File: config.mk
export PLATFORM = sky130hd
export DESIGN_NAME = binary_search_engine
export DESIGN_NICKNAME = d
export VERILOG_FILES = /design/src/rtl/binary_search_engine.sv
export SDC_FILE = /design/constraint.sdc
export NUM_CORES = 1
export LEC_CHECK = 0
export CAP_MARGIN = 20
export CORE_MARGIN = 3
export CORE_UTILIZATION = 58
export DETAILED_ROUTE_END_ITERATION = 8
export HOLD_SLACK_MARGIN = 0.06
export PLACE_DENSITY = 0.95
export RECOVER_POWER = 25
export SLEW_MARGIN = 0
export SYNTH_ARGS = -nofsm -noshare
export SYNTH_HDL_FRONTEND = slang
export SYNTH_SLANG_ARGS = --single-unit
File: constraint.sdc
create_clock -name CLOCK_50 -period 7.2 [get_ports CLOCK_50]
set_clock_uncertainty 0.05 [all_clocks]
set_input_delay 1.44 -clock CLOCK_50 [delete_from_list [all_inputs] [get_ports CLOCK_50]]
set_output_delay 1.44 -clock CLOCK_50 [all_outputs]
set_load 0.01 [all_outputs]
File: src/rtl/binary_search_engine.sv
// Binary search over a sorted ascending table in an external synchronous RAM.
// Optional probe counter output is enabled by defining BSEARCH_PROBE_COUNT_EN.
module binary_search_engine #(
  parameter int DATA_W = 8,
  parameter int ADDR_W = 5,
  parameter int RD_LAT = 1
) (
  input  logic              CLOCK_50,
  input  logic              Reset,
  input  logic              start,
  input  logic              mode,
  input  logic [DATA_W-1:0] key,
  output logic [ADDR_W-1:0] mem_addr,
  input  logic [DATA_W-1:0] mem_rdata,
  output logic              busy,
  output logic              done,
  output logic              found,
  output logic [ADDR_W:0]   loc
`ifdef BSEARCH_PROBE_COUNT_EN
  ,
  output logic [ADDR_W+1:0] probes
`endif
);

  localparam int                DEPTH    = 2 ** ADDR_W;
  localparam logic [ADDR_W:0]   DEPTH_V  = (ADDR_W + 1)'(DEPTH);
  localparam int                CNT_W    = $clog2(RD_LAT + 1);
  localparam logic [CNT_W-1:0]  CNT_LAST = CNT_W'(RD_LAT - 1);

  typedef enum logic [1:0] {
    S_IDLE  = 2'd0,
    S_PROBE = 2'd1,
    S_CMP   = 2'd2,
    S_DONE  = 2'd3
  } state_t;

  state_t              state_q, state_d;
  logic [ADDR_W:0]     lo_q, lo_d, hi_q, hi_d;
  logic [CNT_W-1:0]    cnt_q, cnt_d;
  logic                found_q, found_d;
  logic [ADDR_W:0]     loc_q, loc_d;
  logic [DATA_W-1:0]   key_q, key_d;
  logic                mode_q, mode_d;
  logic [ADDR_W+1:0]   sum_w;
  logic [ADDR_W:0]     mid_w;
`ifdef BSEARCH_PROBE_COUNT_EN
  logic [ADDR_W+1:0]   probes_q, probes_d;
`endif

  // Extra bit on the sum keeps lo+hi from wrapping when hi == DEPTH.
  assign sum_w = {1'b0, lo_q} + {1'b0, hi_q};
  assign mid_w = (ADDR_W + 1)'(sum_w >> 1);

  assign busy     = (state_q == S_PROBE) || (state_q == S_CMP);
  assign done     = (state_q == S_DONE);
  assign mem_addr = busy ? mid_w[ADDR_W-1:0] : '0;
  assign found    = found_q;
  assign loc      = loc_q;
`ifdef BSEARCH_PROBE_COUNT_EN
  assign probes   = probes_q;
`endif

  always_comb begin
    state_d  = state_q;
    lo_d     = lo_q;
    hi_d     = hi_q;
    cnt_d    = cnt_q;
    found_d  = found_q;
    loc_d    = loc_q;
    key_d    = key_q;
    mode_d   = mode_q;
`ifdef BSEARCH_PROBE_COUNT_EN
    probes_d = probes_q;
`endif
    case (state_q)
      S_IDLE: begin
        if (start) begin
          key_d   = key;
          mode_d  = mode;
          lo_d    = '0;
          hi_d    = DEPTH_V;
          cnt_d   = '0;
          found_d = 1'b0;
          loc_d   = '0;
`ifdef BSEARCH_PROBE_COUNT_EN
          probes_d = '0;
`endif
          state_d = S_PROBE;
        end
      end
      S_PROBE: begin
        if (cnt_q == CNT_LAST) begin
          cnt_d   = '0;
          state_d = S_CMP;
        end else begin
          cnt_d = cnt_q + 1'b1;
        end
      end
      S_CMP: begin
`ifdef BSEARCH_PROBE_COUNT_EN
        probes_d = probes_q + 1'b1;
`endif
        if (!mode_q && (mem_rdata == key_q)) begin
          found_d = 1'b1;
          loc_d   = mid_w;
          state_d = S_DONE;
        end else begin
          if (mem_rdata < key_q) lo_d = mid_w + 1'b1;
          else                   hi_d = mid_w;
          // Window collapsed: lo is the insertion point / lower bound.
          if (lo_d == hi_d) begin
            loc_d   = lo_d;
            found_d = mode_q && (lo_d < DEPTH_V);
            state_d = S_DONE;
          end else begin
            state_d = S_PROBE;
          end
        end
      end
      S_DONE: begin
        if (!start) state_d = S_IDLE;
      end
      default: state_d = S_IDLE;
    endcase
  end

  always_ff @(posedge CLOCK_50) begin
    if (Reset) begin
      state_q  <= S_IDLE;
      lo_q     <= '0;
      hi_q     <= '0;
      cnt_q    <= '0;
      found_q  <= 1'b0;
      loc_q    <= '0;
`ifdef BSEARCH_PROBE_COUNT_EN
      probes_q <= '0;
`endif
    end else begin
      state_q  <= state_d;
      lo_q     <= lo_d;
      hi_q     <= hi_d;
      cnt_q    <= cnt_d;
      found_q  <= found_d;
      loc_q    <= loc_d;
`ifdef BSEARCH_PROBE_COUNT_EN
      probes_q <= probes_d;
`endif
    end
  end

  // Search operands only matter once accepted, so they carry no reset.
  always_ff @(posedge CLOCK_50) begin
    key_q  <= key_d;
    mode_q <= mode_d;
  end

endmodule

==> results.md, run 1 <==
Logic synthesis:
- The main flop type after synthesis is dfxtp_1.
- Ranked by instance count, the synthesized netlist is headed by nor2_1, dfxtp_1, ha_1, inv_1, a21oi_1.
- By area the synthesized netlist is led by dfxtp_1, edfxtp_1, ha_1.
- The post-synthesis area per instance is 9.17 um2.
- After synthesis the cells add up to 2150 um2.
- The leading cell type by number of instances after synthesis is nor2_1.
- The synthesized design contains 30 register bits.
- The part of the Yosys area used for sequential elements is 0.322.
- Synthesis handed over a netlist of 234 instances.
- The top cell type's share of synthesized area is 0.196.
- The Yosys step of the flow raised 0 warnings.
- The synthesized netlist contains 57 unique library cells.
- The count of flip-flops with a built-in enable after synthesis is 9.
- The dominant cell type by area after synthesis is dfxtp_1.
- After synthesis, the share of flip-flops with an asynchronous set or reset is 0.
- The post-synthesis net count is 273.

Floorplanning:
- From left edge to right edge, the die measures 66.8 um.
- Measured along the y axis, the die boundary spans 66.8 um.
- The die outline area is 4470 um2.
- The floorplan has 21 rows.
- In this run the standard cell core region covers 3440 um2.
- For this configuration, the core starts out at a cell density of 0.623.
- The top-level port count is 34.

Worst setup path:
- The startpoint class of the critical path is an input port.
- The arrival time at the worst endpoint is 4.43 ns.
- In this design, the stage delay of the slowest critical-path cell is 0.50 ns.
- Along the worst path, the maximum fanout reaches 13.
- The signal on the critical path passes through clkdlybuf4s50_1 -> ha_1 -> nand4_1 -> a21o_2 -> and2_2 -> nor4_1 -> a32oi_2 -> a2111oi_2 -> mux2_2 -> nor4_2.
- The cell type of the slowest stage on the worst timing path is a2111oi_2.
- By startpoint and endpoint, the worst setup path is classified as in -> reg.
- The top cell family by delay on the critical path is simple AND/OR/NAND/NOR gates.
- The sum of buffers and inverters on the critical path is 1.
- The capturing element type of the critical path is a register.
- STA puts the critical path data required time at 7.36 ns.

Clock network:
- For the worst-skew pair, the clock arrives at the later sink with an insertion delay of 0.29 ns.
- The H-tree generated during clock tree synthesis spans 2 levels.
- Clock-pin slew was measured on the worst setup and hold paths at 0.07 ns.
- The longest clock path from root to sink contains 2 buffers.
- The hold buffer count at CTS is 0.
- The CTS tree is done.
- After clock tree synthesis, the repair step resized 0 gates.
- The number of buffers added for setup after CTS is 0.
- The buffer cell driving the clock tree root is clkbuf_8.
- The total number of clock tree sinks is 30.
- TritonCTS created 5 clock buffers.

Timing:
- The final cycle utilization of the critical path is 0.593.
- The minimum clock period after layout is 4.27 ns.
- The final max-slew violation count came to 0.
- The final count of hold timing violations is 0.
- The slew at the pin with the worst max-slew slack is 0.759 ns.
- The number of setup violations in the final report is 0.
- Adding up every negative setup slack in the final design gives 0 ns.
- Setup repair after global routing left no endpoint under its margin.
- The timing-limited maximum frequency is 0.234 GHz.
- The normalized max-slew margin is 0.493.

Route:
- Dividing the detail-routed via count by the number of cells gives 6.06.
- The post-detailed-route wirelength per cell is 15.9 um.
- Summed over all layers, the routed wires come to 4990 um.
- After the first detailed-routing iteration, the DRC count stood at 152.
- The number of remaining DRC errors is 0.
- Once detail routing completed, the nets flagged for antenna violations numbered 0.
- The first detailed-routing pass took 6 iterations.
- The via total after detailed routing is 1902.

Global route:
- The initial antenna violation count is 0.
- The global-route wire length before repair is 8350 um.
- The number of global-route vias before repair came to 1769.
- For this run the aggregate overflow at the end of global routing stands at 0.
- For this run, the total global-route usage over all layers was measured as 0.249.
- Entering global routing, the biggest net connects 20 pins.

Power and ir drop:
- Summed over all cells, the static leakage comes to 0.00102 uW.
- For this design the ratio of total power to cell area is 200 nW/um2.
- After layout, the design draws a total of 521 uW.
- The worst-case vdd ir drop is 0.000132 V.

Final layout:
- From synthesis to final layout, the design area changed by 21.0%.
- The count of nets after finishing is 306.
- After filler insertion, the fill cell instance count of the layout stands at 228.
- The total inserted antenna cells is 0.
- Of the cells placed in the final design, the portion with a size suffix greater than 1 is 0.108.

Worst hold path:
- The min-delay analysis places its worst path in the category reg -> reg.

Placement:
- Input and output buffers added on the ports amount to 33.
- At the end of routability-driven placement, the weighted congestion stood at 0.884.
- Summed over all nets, the half-perimeter wirelength after detailed placement is 3550 um.

Flow run:
- Max-cap violations in this run came to 0.

Outcome:
- The run finished with clean final reports.
==> flip-flops by register name, indices dropped and copies added (netlist names) <==
name	flops
loc	6
lo_q	6
found	1
key_q	8
mode_q	1
hi_q	6
state_q	2
==> worst register-to-register path, delay by kind of cell (launching register included) <==
| kind | cells | cell delay [ns] |
|---|---|---|
| AO/OA/AOI/OAI | 2 | 0.70 |
| XOR/XNOR | 3 | 0.82 |
| adder cells (fa/ha/maj) | 1 | 0.42 |
| flip-flops | 1 | 0.44 |
| multiplexers | 1 | 0.39 |
| AND/OR/NAND/NOR | 4 | 0.68 |
==> power by group <==
group,internal [uW],switching (uW)
clock,102,67.8
combinational,64.2,93.9
sequential,187,6.43
total,352,168
==> cells in the final DEF, fill, tap and decap left out, types with 4 or more instances in the layout <==
| master | instances |
|---|---|
| nor2_1 | 27 |
| clkdlybuf4s50_1 | 23 |
| dfxtp_1 | 21 |
| inv_1 | 18 |
| ha_1 | 18 |
| a21oi_1 | 15 |
| nand2_1 | 14 |
| dlygate4sd3_1 | 10 |
| xnor2_1 | 9 |
| a22oi_1 | 9 |
| edfxtp_1 | 9 |
| a32o_1 | 6 |
| and2_1 | 5 |
| xor2_1 | 5 |
| clkbuf_8 | 5 |
| a21oi_2 | 4 |
| nand4_1 | 4 |
| o21ai_0 | 4 |
| a211oi_1 | 4 |
==> through the flow <==
stage	area (um2)	utilization	cells	hold slack, ns	setup slack (ns)
after detailed placement	2480	0.721	305	0.403	2.65
after global placement	2480	0.721	305	0.397	2.78
after floorplan	2150	-	234	0.437	3.37
after CTS	2590	0.752	313	0.421	2.94
final	2600	0.755	314	0.417	2.93
after global routing	2600	0.755	314	0.436	2.76
==> cells by family (layout without fill, tap and decap cells) <==
group	after synthesis	count (layout)	share of synthesized area
fa+ha+maj	19	19	0.114
xor+xnor	17	17	0.0799
simple gates	79	79	0.206
flops	30	30	0.322
compound gates	60	60	0.207
buf+inv	26	60	0.0560
mux	3	3	0.0146
==> area by class of cell <==
class                      count  area, um2  area share
tap                           46       57.6      0.0222
sequential                    30        691       0.266
inverter                      18       67.6      0.0260
clock inverter                 3       40.0      0.0154
clock buffer                   5       68.8      0.0265
timing repair buffer          34        338       0.130
multi-input combinational    178       1340       0.514
==> path summary, 6_finish.rpt <==
check | from | end | slack (ns) | cells after the start
worst max register to register | lo_q[0] | found | 3.63 | 11
worst max-delay path | mem_rdata[6] | found | 2.93 | 10
worst min-delay path | loc[0] | loc[0] | 0.42 | 1
worst min register to register | loc[0] | loc[0] | 0.42 | 1
==> routing by layer <==
layer / share of wire / GRT usage
met1: 0.43 / 0.327
met2: 0.47 / 0.379
met3: 0.072 / 0.0607
met4: 0.028 / 0.124
met5: 0 / 0
No activity file was read; power rests on OpenSTA's default activity.
==> run 2: changes to the inputs <==
Settings changed: CORE_UTILIZATION 58 to 49, PLACE_DENSITY 0.95 to 0.87.
Clock period 7.2 ns to 3.5 ns, I/O delays scaled along.
==> results.md, run 2 (same netlist as run 1, synthesis figures left out) <==
Outcome:
- The run finished with clean final reports.

Power and ir drop:
- The cell-internal power is 742 uW.
- The analysis attributes to cell leakage a power of 0.00109 uW.
- The total power density per cell area is 401 nW/um2.
- The net switching fraction of the power is 0.317.
- The design draws 1090 uW.
- The clock network power share is 0.321.
- The net switching power is 345 uW.
- The combinational power share is 0.316.
- The sequential share of power is 0.363.
- The worst-case IR drop observed on VDD is 0.000224 V.

Clock network:
- The H-tree depth is 2.
- Counting along the longest clock path gives a buffer depth of 2.
- Clock tree synthesis found a total of 30 sinks.
- Clock latency on the worst-skew pair, taken at its later pin, is 0.29 ns.
- The clock-pin slew on the worst setup and hold paths is 0.07 ns.
- The CTS tree is done.
- The CTS buffer count is 5.
- The buffer cell driving the clock tree root is clkbuf_8.
- The number of buffers added for setup after CTS is 0.

Route:
- In the final routed layout, each cell accounts on average for 14.8 um.
- After the first detailed-routing iteration, the DRC count stood at 146.
- The number of remaining DRC errors is 0.
- In this run the remaining antenna-violating nets after routing total 0.
- Using the TritonRoute via totals, the vias-per-cell ratio works out to 5.74.
- The first detailed-routing pass took 6 iterations.
- The routed layout has 1905 vias.
- The final wirelength is 4920 um.

Timing:
- Setup repair after global routing left no endpoint under its margin.
- For this run, the top clock speed supported by timing is 0.296 GHz.
- The setup TNS after final layout is 0 ns.
- Setup violations remaining at the end of the flow were counted as 0.
- The minimum clock period after layout is 3.38 ns.
- The worst path setup slack after routing is 0.122 ns.
- The final count of hold timing violations is 0.
- The worst pin sits at a relative slew slack of 0.587.
- The final max-slew violation count came to 0.
- The final cycle utilization of the critical path is 0.965.
- The slew at the pin with the worst max-slew slack is 0.620 ns.

Final layout:
- The final cell count without fillers is 332.
- The repair_antennas step left the layout with diodes totalling 0.
- The flip-flop count of the largest register, all copies and words added is 8.
- The register with the most flip-flops in the final layout is key_q.
- The signed area change from the synthesized netlist to the final layout is 26.3%.
- The fill cell total of the finished layout is 331.
- The library cell used most frequently in the layout, excluding fill and tap cells, is nor2_1.
- In the layout the commonest cells are nor2_1, clkdlybuf4s50_1, dfxtp_1.
- Of the cells placed in the final design, the portion with a size suffix greater than 1 is 0.152.
- The area of all sequential standard cells is 691 um2.
- The multi-input combinational cells in the finished layout cover a total of 1340 um2.
- The final layout contains 320 nets.

Placement:
- After detailed placement, the design holds a cell count of 324.
- The worst slack at placement is -0.0909 ns.
- Once detailed placement completed, the half-perimeter wirelength came to 3730 um.
- The weighted congestion reported at the end of routability-driven placement is 0.914.
- Buffers placed on the I/O ports in this run total 33.

Worst hold path:
- In this run the most critical hold path is launched from loc[0].
- The tightest min-delay check is of the reg -> reg type.

Floorplanning:
- The die is 72.2 um tall.
- The top-level port count is 34.
- The core box area is 4120 um2.
- The die outline width is 72.2 um.
- The die covers 5210 um2.
- For this configuration, the core starts out at a cell density of 0.521.
- The initialized floorplan defines 23 standard-cell rows.

Global route:
- The pin count of the biggest net entering global routing is 19.
- The first global-routing pass estimated 8260 um of wire.
- The initial antenna violation count is 0.
- The total global-route track usage is 0.202.
- The number of global-route vias before repair is 1787.
- Summed over all layers, the global routing overflow is 0.

Flow run:
- The tool flagged a number of max-cap violations equal to 0.

Worst setup path:
- In this run the critical register-to-register path is launched from hi_q[0].
- The arrival time at the worst endpoint is 2.63 ns.
- The most critical setup path has its startpoint at hi_q[0].
- In this run the worst path has a maximum fanout of 8.
- The worst setup path is of the reg -> out kind.
- The startpoint class of the critical path is a register.
- The capturing element type of the critical path is a primary output.
- At the worst endpoint, the required time is 2.75 ns.
==> run 2: cell types whose count changed in the layout (fill, tap and decap cells not counted) <==
cell      before  now
nor4_1         1    0
clkbuf_4       1    0
clkbuf_1       0    1
nor4_2         1    2
buf_4          0   14
==> run 2: repair_timing <==
| action | CTS | global route |
|---|---|---|
| setup endpoints to repair | 0 | 2 |
| gates resized for setup | 0 | 1 |
| hold buffers | 0 | 0 |
==> run 2: cell type report <==
| class | count | share of cell area |
|---|---|---|
| Clock buffer | 5 | 0.0254 |
| Inverter | 18 | 0.0249 |
| Timing Repair Buffer | 48 | 0.162 |
| Clock inverter | 3 | 0.0148 |
| Sequential cell | 30 | 0.255 |
| Tap cell | 50 | 0.0231 |
| Multi-Input combinational cell | 178 | 0.495 |
==> run 2: worst max-delay path: stages, from the launching register on <==
cell and delay, ns:
dfxtp_1 0.43, nand2_1 0.10, fa_1 0.43, nand2b_1 0.17
o2bb2ai_1 0.17, xnor2_2 0.17, buf_4 0.19, and2_1 0.14
clkdlybuf4s50_1 0.53
==> run 2: power by group through the flow <==
stage	Clock [uW]	Combinational, uW	Sequential [uW]
floorplan	0	233	400
global placement	0	331	401
detailed placement	0	340	402
CTS	353	345	394
finish	348	344	395
global route	371	380	398
==> run 2: worst paths after layout <==
check	to	slack, ns	cells past startpoint
worst max-delay path	mem_addr[3]	0.12	8
worst min register to register	loc[0]	0.42	1
worst max register to register	found	0.28	12
worst min-delay path	loc[0]	0.42	1
==> run 2: through the flow <==
step,util,hold WS (ns),cell area (um2)
after floorplan,-,0.437,2150
after global placement,0.631,0.401,2600
after detailed placement,0.631,0.413,2600
after CTS,0.658,0.428,2710
after global routing,0.659,0.448,2710
final,0.659,0.423,2710
==> run 2: metal layers <==
layer | vias to the layer above | share of wire | global-route usage
li1 | 940 | - | -
met1 | 883 | 0.46 | 0.261
met2 | 70 | 0.46 | 0.324
met3 | 12 | 0.055 | 0.0429
met4 | 0 | 0.026 | 0.0919
met5 | - | 0 | 0
